## config.mk

```make
export PLATFORM = sky130hd
export DESIGN_NAME = lsu_warp
export DESIGN_NICKNAME = d
export VERILOG_FILES = /design/src/rtl/lsu_warp.sv
export SDC_FILE = /design/constraint.sdc
export NUM_CORES = 2
export LEC_CHECK = 0
export ABC_CLOCK_PERIOD_IN_PS = 5200
export CORE_AREA = 2 2 374 376
export DETAILED_ROUTE_END_ITERATION = 7
export DIE_AREA = 0 0 376 378
export SYNTH_ARGS = -nofsm -noshare
export SYNTH_HDL_FRONTEND = slang
export SYNTH_SLANG_ARGS = --single-unit
```

## constraint.sdc

```tcl
create_clock -name clk -period 5.2 [get_ports clk]
set_input_delay 0.52 -clock clk [delete_from_list [all_inputs] [get_ports clk]]
set_output_delay 0.52 -clock clk [all_outputs]
set_load 0.01 [all_outputs]
```

## src/rtl/lsu_warp.sv

```systemverilog
// rtl/lsu_warp.sv - warp-wide load/store unit serialising active lanes onto one data-memory port
module lsu_warp #(
   parameter int NUM_LANES  = 8,
   parameter int DATA_WIDTH = 32,
   parameter int ADDR_WIDTH = 32
) (
   input  logic                            clk,
   input  logic                            reset,
   input  logic                            start,
   input  logic                            ack,
   input  logic [NUM_LANES-1:0]            lane_mask,
   input  logic                            op_read,
   input  logic                            op_write,
   input  logic [1:0]                      size,
   input  logic                            sign_ext,
   input  logic [NUM_LANES*DATA_WIDTH-1:0] rs1,
   input  logic [NUM_LANES*DATA_WIDTH-1:0] rs2,
   input  logic [DATA_WIDTH-1:0]           imm,
   output logic                            mem_read_valid,
   output logic [ADDR_WIDTH-1:0]           mem_read_address,
   input  logic                            mem_read_ready,
   input  logic [DATA_WIDTH-1:0]           mem_read_data,
   output logic                            mem_write_valid,
   output logic [ADDR_WIDTH-1:0]           mem_write_address,
   output logic [DATA_WIDTH-1:0]           mem_write_data,
   output logic [DATA_WIDTH/8-1:0]         mem_write_strb,
   input  logic                            mem_write_ready,
   output logic [1:0]                      lsu_state,
   output logic [NUM_LANES*DATA_WIDTH-1:0] lsu_out,
   output logic [NUM_LANES-1:0]            lsu_out_valid,
   output logic [NUM_LANES-1:0]            fault
);

   localparam int BYTES  = DATA_WIDTH / 8;
   localparam int OFF_W  = $clog2(BYTES);
   localparam int LANE_W = (NUM_LANES > 1) ? $clog2(NUM_LANES) : 1;

   typedef enum logic [1:0] {
      S_IDLE = 2'd0,
      S_REQ  = 2'd1,
      S_WAIT = 2'd2,
      S_DONE = 2'd3
   } state_t;

   state_t state, state_next;

   logic [NUM_LANES-1:0]            pending;
   logic                            op_read_q;
   logic [1:0]                      size_q;
   logic                            sign_ext_q;
   logic [NUM_LANES*DATA_WIDTH-1:0] rs1_q;
   logic [NUM_LANES*DATA_WIDTH-1:0] rs2_q;
   logic [DATA_WIDTH-1:0]           imm_q;

   logic                  accept;
   logic [NUM_LANES-1:0]  remaining;
   logic [LANE_W-1:0]     sel;
   int                    sel_base;
   logic [DATA_WIDTH-1:0] rs1_lane, rs2_lane;
   logic [DATA_WIDTH-1:0] lane_ea, ea_word;
   logic [OFF_W-1:0]      lane_off;
   logic [ADDR_WIDTH-1:0] lane_addr;
   logic                  lane_fault;
   logic [DATA_WIDTH-1:0] st_data;
   logic [BYTES-1:0]      strb_base, st_strb;
   logic [DATA_WIDTH-1:0] rd_shift, ld_mask, ld_val;
   logic                  ld_sign;
   logic                  port_ready;

   assign accept     = start && (op_read ^ op_write);
   // Pending with its lowest set bit cleared: the lanes left after the current one.
   assign remaining  = pending & (pending - NUM_LANES'(1));
   assign port_ready = op_read_q ? mem_read_ready : mem_write_ready;
   assign lsu_state  = state;

   always_comb begin
      sel = '0;
      for (int i = NUM_LANES - 1; i >= 0; i--) begin
         if (pending[i]) sel = LANE_W'(i);
      end
   end

   assign sel_base  = int'(sel) * DATA_WIDTH;
   assign rs1_lane  = rs1_q[sel_base +: DATA_WIDTH];
   assign rs2_lane  = rs2_q[sel_base +: DATA_WIDTH];
   assign lane_ea   = rs1_lane + imm_q;
   assign lane_off  = lane_ea[OFF_W-1:0];
   assign ea_word   = lane_ea >> OFF_W;
   assign lane_addr = ADDR_WIDTH'(ea_word);

   always_comb begin
      lane_fault = 1'b0;
      case (size_q)
         2'd0:    lane_fault = 1'b0;
         2'd1:    lane_fault = lane_off[0];
         2'd2:    lane_fault = (lane_off != '0);
         default: lane_fault = 1'b1;
      endcase
   end

   // Sub-word stores replicate the datum so the strobe alone picks the byte lanes.
   always_comb begin
      st_data   = rs2_lane;
      strb_base = '1;
      ld_mask   = '1;
      ld_sign   = 1'b0;
      rd_shift  = mem_read_data >> {lane_off, 3'b000};
      case (size_q)
         2'd0: begin
            st_data   = {BYTES{rs2_lane[7:0]}};
            strb_base = BYTES'(1);
            ld_mask   = DATA_WIDTH'(8'hFF);
            ld_sign   = rd_shift[7];
         end
         2'd1: begin
            st_data   = {(BYTES/2){rs2_lane[15:0]}};
            strb_base = BYTES'(3);
            ld_mask   = DATA_WIDTH'(16'hFFFF);
            ld_sign   = rd_shift[15];
         end
         default: begin
            st_data   = rs2_lane;
            strb_base = '1;
         end
      endcase
      st_strb = strb_base << lane_off;
      ld_val  = rd_shift & ld_mask;
      if (sign_ext_q && ld_sign) ld_val = ld_val | ~ld_mask;
   end

   always_ff @(posedge clk or negedge reset) begin
      if (!reset) state <= S_IDLE;
      else        state <= state_next;
   end

   always_comb begin
      state_next = state;
      case (state)
         S_IDLE: begin
            if (accept) state_next = (lane_mask == '0) ? S_DONE : S_REQ;
         end
         S_REQ: begin
            if (pending == '0)   state_next = S_DONE;
            else if (lane_fault) state_next = (remaining == '0) ? S_DONE : S_REQ;
            else                 state_next = S_WAIT;
         end
         S_WAIT: begin
            if (port_ready) state_next = (remaining == '0) ? S_DONE : S_REQ;
         end
         S_DONE: begin
            if (ack) state_next = S_IDLE;
         end
         default: state_next = S_IDLE;
      endcase
   end

   always_ff @(posedge clk or negedge reset) begin
      if (!reset) begin
         pending           <= '0;
         op_read_q         <= 1'b0;
         size_q            <= '0;
         sign_ext_q        <= 1'b0;
         rs1_q             <= '0;
         rs2_q             <= '0;
         imm_q             <= '0;
         mem_read_valid    <= 1'b0;
         mem_read_address  <= '0;
         mem_write_valid   <= 1'b0;
         mem_write_address <= '0;
         mem_write_data    <= '0;
         mem_write_strb    <= '0;
         lsu_out           <= '0;
         lsu_out_valid     <= '0;
         fault             <= '0;
      end else begin
         case (state)
            S_IDLE: begin
               if (accept) begin
                  pending       <= lane_mask;
                  op_read_q     <= op_read;
                  size_q        <= size;
                  sign_ext_q    <= sign_ext;
                  rs1_q         <= rs1;
                  rs2_q         <= rs2;
                  imm_q         <= imm;
                  lsu_out       <= '0;
                  lsu_out_valid <= '0;
                  fault         <= '0;
               end
            end
            S_REQ: begin
               if (pending != '0) begin
                  if (lane_fault) begin
                     fault[sel]   <= 1'b1;
                     pending[sel] <= 1'b0;
                  end else if (op_read_q) begin
                     mem_read_valid   <= 1'b1;
                     mem_read_address <= lane_addr;
                  end else begin
                     mem_write_valid   <= 1'b1;
                     mem_write_address <= lane_addr;
                     mem_write_data    <= st_data;
                     mem_write_strb    <= st_strb;
                  end
               end
            end
            S_WAIT: begin
               if (port_ready) begin
                  mem_read_valid  <= 1'b0;
                  mem_write_valid <= 1'b0;
                  pending[sel]    <= 1'b0;
                  if (op_read_q) begin
                     lsu_out[sel_base +: DATA_WIDTH] <= ld_val;
                     lsu_out_valid[sel]              <= 1'b1;
                  end
               end
            end
            default: ;
         endcase
      end
   end

endmodule

```

==> results by group <==
Status
  • Status: completed

Logic synthesis
  • Async S/R FF share, synth: 100%
  • Cells after Synth: 3455
  • Unique masters post-synth: 72
  • EDFF count, synth: 0
  • Ys Warns: 0
  • Ys flop type: dfrtp_1
  • FF+latch count, synth: 928
  • Mapped Avg Cell Area: 11.7 um2
  • Synthesized cell area: 40400 um2
  • Seq/Total Area, Yosys: 57.5%

Clock network
  • Inserted Clock Buffers: 103
  • Clk root buf: clkbuf_16
  • TritonCTS clock tree: built
  • Worst-path clk slew: 60 ps
  • Max clock buf depth: 3
  • Worst-Skew Late Latency: 730 ps
  • Clk sink count: 928
  • H-tree levels: 3

Global route
  • Initial antenna violation count: 43
  • GRT Total Usage: 23.8%
  • GRT overflow: 0
  • Vias in the first global route: 32427
  • GR met2 Demand/Resource: 39.9%
  • GRT Max-Usage Layer: met2
  • Met1 Use GR: 29.4%
  • Grt met3 use: 5.73%
  • Largest net degree at the start of global routing: 177
  • First-pass GRT wire length: 243000 um

Hold path
  • Hold/Removal Path Class: in -> reg

Worst setup path
  • Critical Path RT: 5790 ps
  • Crit path kind: reg -> reg
  • Startpoint Class: flop
  • FF-to-FF setup slack: 330 ps
  • Worst-path maximum fanout: 31
  • Worst setup EP type: flop
  • Critical Path AT: 5460 ps

Placement
  • I/O Buffers: 966
  • GPL Wtd Cong: 0.899
  • DP HPWL: 134000 um

Routing
  • Drt drc: 0
  • DRT iter0 DRCs: 2753
  • First drt pass iteration count: 7
  • Antenna viol nets, final: 0
  • Via count: 32702
  • Routed wire per std cell: 27.4 um
  • Drt via density: 5.17
  • WL final: 173000 um

Timing
  • Slew @ Worst Pin: 1430 ps
  • Final hold viol count: 0
  • RSZ-0062 raised after global routing: false
  • Final period demand of the worst path: 4870 ps
  • Setup Skew: 36.6 ps
  • WHS: 399 ps
  • Setup_tns: 0 ps
  • Slew Limit Fails: 0
  • Relative slew margins: 4.08%
  • Setup-failing EPs final: 0
  • Max frequency: 0.205 GHz
  • Final period utilization: 93.6%

Final layout
  • Area grow syn2layout: 39.1%
  • NumNets Final: 5041
  • Fill count: 13382
  • Finished Core Util: 40.6%
  • Layout cell share with drive strength beyond 1: 20.7%

Floorplan
  • DIE WIDTH: 376 um
  • Row count: 137
  • Die area: 142000 um2
  • Initial Util: 29.2%
  • Die height: 378 um
  • Core Region: 139000 um2
  • Top Ports: 971

Pwr
  • P_leak: 23.7 nW
  • Power density cells: 721 nW/um2
  • Max VDD drop: 406 uV

Job
  • Max-cap viol count: 0
==> final cells by class <==
type / instances / area [um2] / share of cell area, %
well taps: 1807 / 2260 / 4.02
multi-input cells: 2251 / 16300 / 28.9
diodes: 29 / 72.6 / 0.129
repair buffers: 1095 / 10800 / 19.3
inverters: 29 / 109 / 0.194
flip-flops and latches: 928 / 23200 / 41.3
clock buffers: 150 / 2990 / 5.32
clock inverters: 41 / 448 / 0.797
==> routing by layer <==
| layer | part of all wire (%) | vias up |
|---|---|---|
| met5 | 0.086 | - |
| met4 | 3.6 | 22 |
| li1 | - | 14402 |
| met1 | 40 | 16757 |
| met2 | 49 | 1245 |
| met3 | 7.1 | 276 |
==> power breakdown <==
part | leakage (nW) | internal, mW | switching [mW]
Clock | 1.68 | 4.29 | 3.20
Sequential | 11.7 | 10.2 | 1.91
Combinational | 10.4 | 8.59 | 12.3
==> cells in the mapped netlist (4+ instances only) <==
master     instances  area, um2
clkbuf_1         193        724
mux2_2           576       6490
and3_1             6       37.5
or2_2             24        150
or3_1             16        100
xor2_1            12        105
o21ai_0          304       1520
and2_1             6       37.5
mux2i_1           67        671
o21bai_1           5       37.5
nand2b_1          22        138
buf_2             26        130
o21ai_1           60        300
o21a_1             5       37.5
o2bb2ai_1         10       87.6
o221ai_1          29        254
buf_4              4       30.0
nor2_1           122        458
nand4_1           17        106
a22oi_1            5       37.5
inv_1             27        101
buf_1             27        101
nand3_1          214       1070
a22o_1            12        105
a21o_1            15        113
a211oi_1           9       67.6
a221oi_1          17        149
a221o_1           14        140
mux2_1             5       56.3
o2111ai_1          4       35.0
o31ai_1           13       97.6
dfrtp_1          928      23200
nand2_1          293       1100
nor3_1            41        205
a31oi_1           14       87.6
o211ai_1          16        120
a222oi_1          21        210
o22ai_1           35        219
xnor2_1           19        166
nor2b_1            8       50.1
ha_1              37        463
a21oi_1          132        661
==> layout by cell type, fill, tap and decap left out, types with 7 or more instances in the layout <==
| cell type | n |
|---|---|
| nand4_1 | 17 |
| nand3_1 | 209 |
| diode_2 | 29 |
| a22o_1 | 12 |
| buf_12 | 15 |
| a221oi_1 | 17 |
| a21oi_1 | 130 |
| a211oi_1 | 9 |
| nor3_1 | 39 |
| o31ai_1 | 13 |
| inv_1 | 27 |
| xnor2_1 | 19 |
| a222oi_1 | 21 |
| mux2_2 | 576 |
| mux2i_1 | 67 |
| or3_1 | 16 |
| o221ai_1 | 29 |
| a31oi_1 | 14 |
| nor2b_1 | 7 |
| o22ai_1 | 35 |
| or2_2 | 24 |
| o211ai_1 | 16 |
| buf_4 | 113 |
| clkbuf_16 | 105 |
| o21ai_0 | 304 |
| clkdlybuf4s50_1 | 965 |
| o21ai_1 | 59 |
| xor2_1 | 12 |
| clkbuf_1 | 26 |
| a221o_1 | 14 |
| nand2_1 | 288 |
| nand2b_1 | 20 |
| a21o_1 | 15 |
| nor2_1 | 118 |
| clkinv_2 | 20 |
| ha_1 | 36 |
| o2bb2ai_1 | 10 |
| dfrtp_1 | 928 |
| clkbuf_8 | 19 |
==> final timing paths <==
kind,from,to,cells after the start
max,pending[3]$_DFFE_PN0P_,lsu_out[191]$_DFFE_PN0P_,17
min,lane_mask[2],pending[2]$_DFFE_PN0P_,3
max reg2reg,pending[3]$_DFFE_PN0P_,lsu_out[191]$_DFFE_PN0P_,17
min reg2reg,lsu_out[164]$_DFFE_PN0P_,lsu_out[164]$_DFFE_PN0P_,2
max in group asynchronous,reset,lsu_out[62]$_DFFE_PN0P_,3
min in group asynchronous,reset,rs2_q[155]$_DFFE_PN0P_,2
==> timing repair <==
item                                    in CTS  in global routing
endpoints found under the setup margin       0                  7
resized for setup                            0                  1
hold endpoints to repair                    78                  0
hold buffers                                 1                  0
setup buffers                                0                  0
==> critical path, cell delays in order (launching register included) <==
cell and delay [ps]:
dfrtp_1 370, or4_1 590, nor4_4 280, buf_4 350, nand2_2 190, o221ai_1 220
a21oi_1 110, ha_2 210, inv_1 80, fa_2 600, mux2i_1 210, mux2_2 310
mux2i_1 170, a21oi_2 120, buf_12 180, a21o_1 220, or2_2 320, o21ai_0 150
==> state kept, by name (all words and copies together), names as in the netlist, 2 cells and up <==
signal and flops:
lsu_out 256, rs1_q 256, rs2_q 256, imm_q 32, mem_write_data 32, mem_read_address 30
mem_write_address 30, fault 8, lsu_out_valid 8, pending 8, mem_write_strb 4, lsu_state 2
size_q 2
==> stage by stage <==
stage                     area, um2  power, mW  setup WS [ps]  instances
after detailed placement      52700       33.2            283       6109
after global routing          56200       42.9           11.5       6329
final                         56200       40.5            333       6330
after global placement        52700       32.9            282       6109
after CTS                     56100       40.8            231       6301
after floorplan               40400       23.0            561       3458
==> cells by family (layout without fill, tap and decap cells) <==
kind of cell,count (synthesis),count (layout),synth area share (%)
compound gates,745,745,11.2
other cells,1,33,0.00928
mux,648,648,17.9
flops,928,928,57.5
xor+xnor,31,31,0.672
fa+ha+maj,39,39,1.22
buf+inv,279,1315,2.71
simple gates,784,784,8.87
Note: power is estimated with default switching activity, not from simulation.
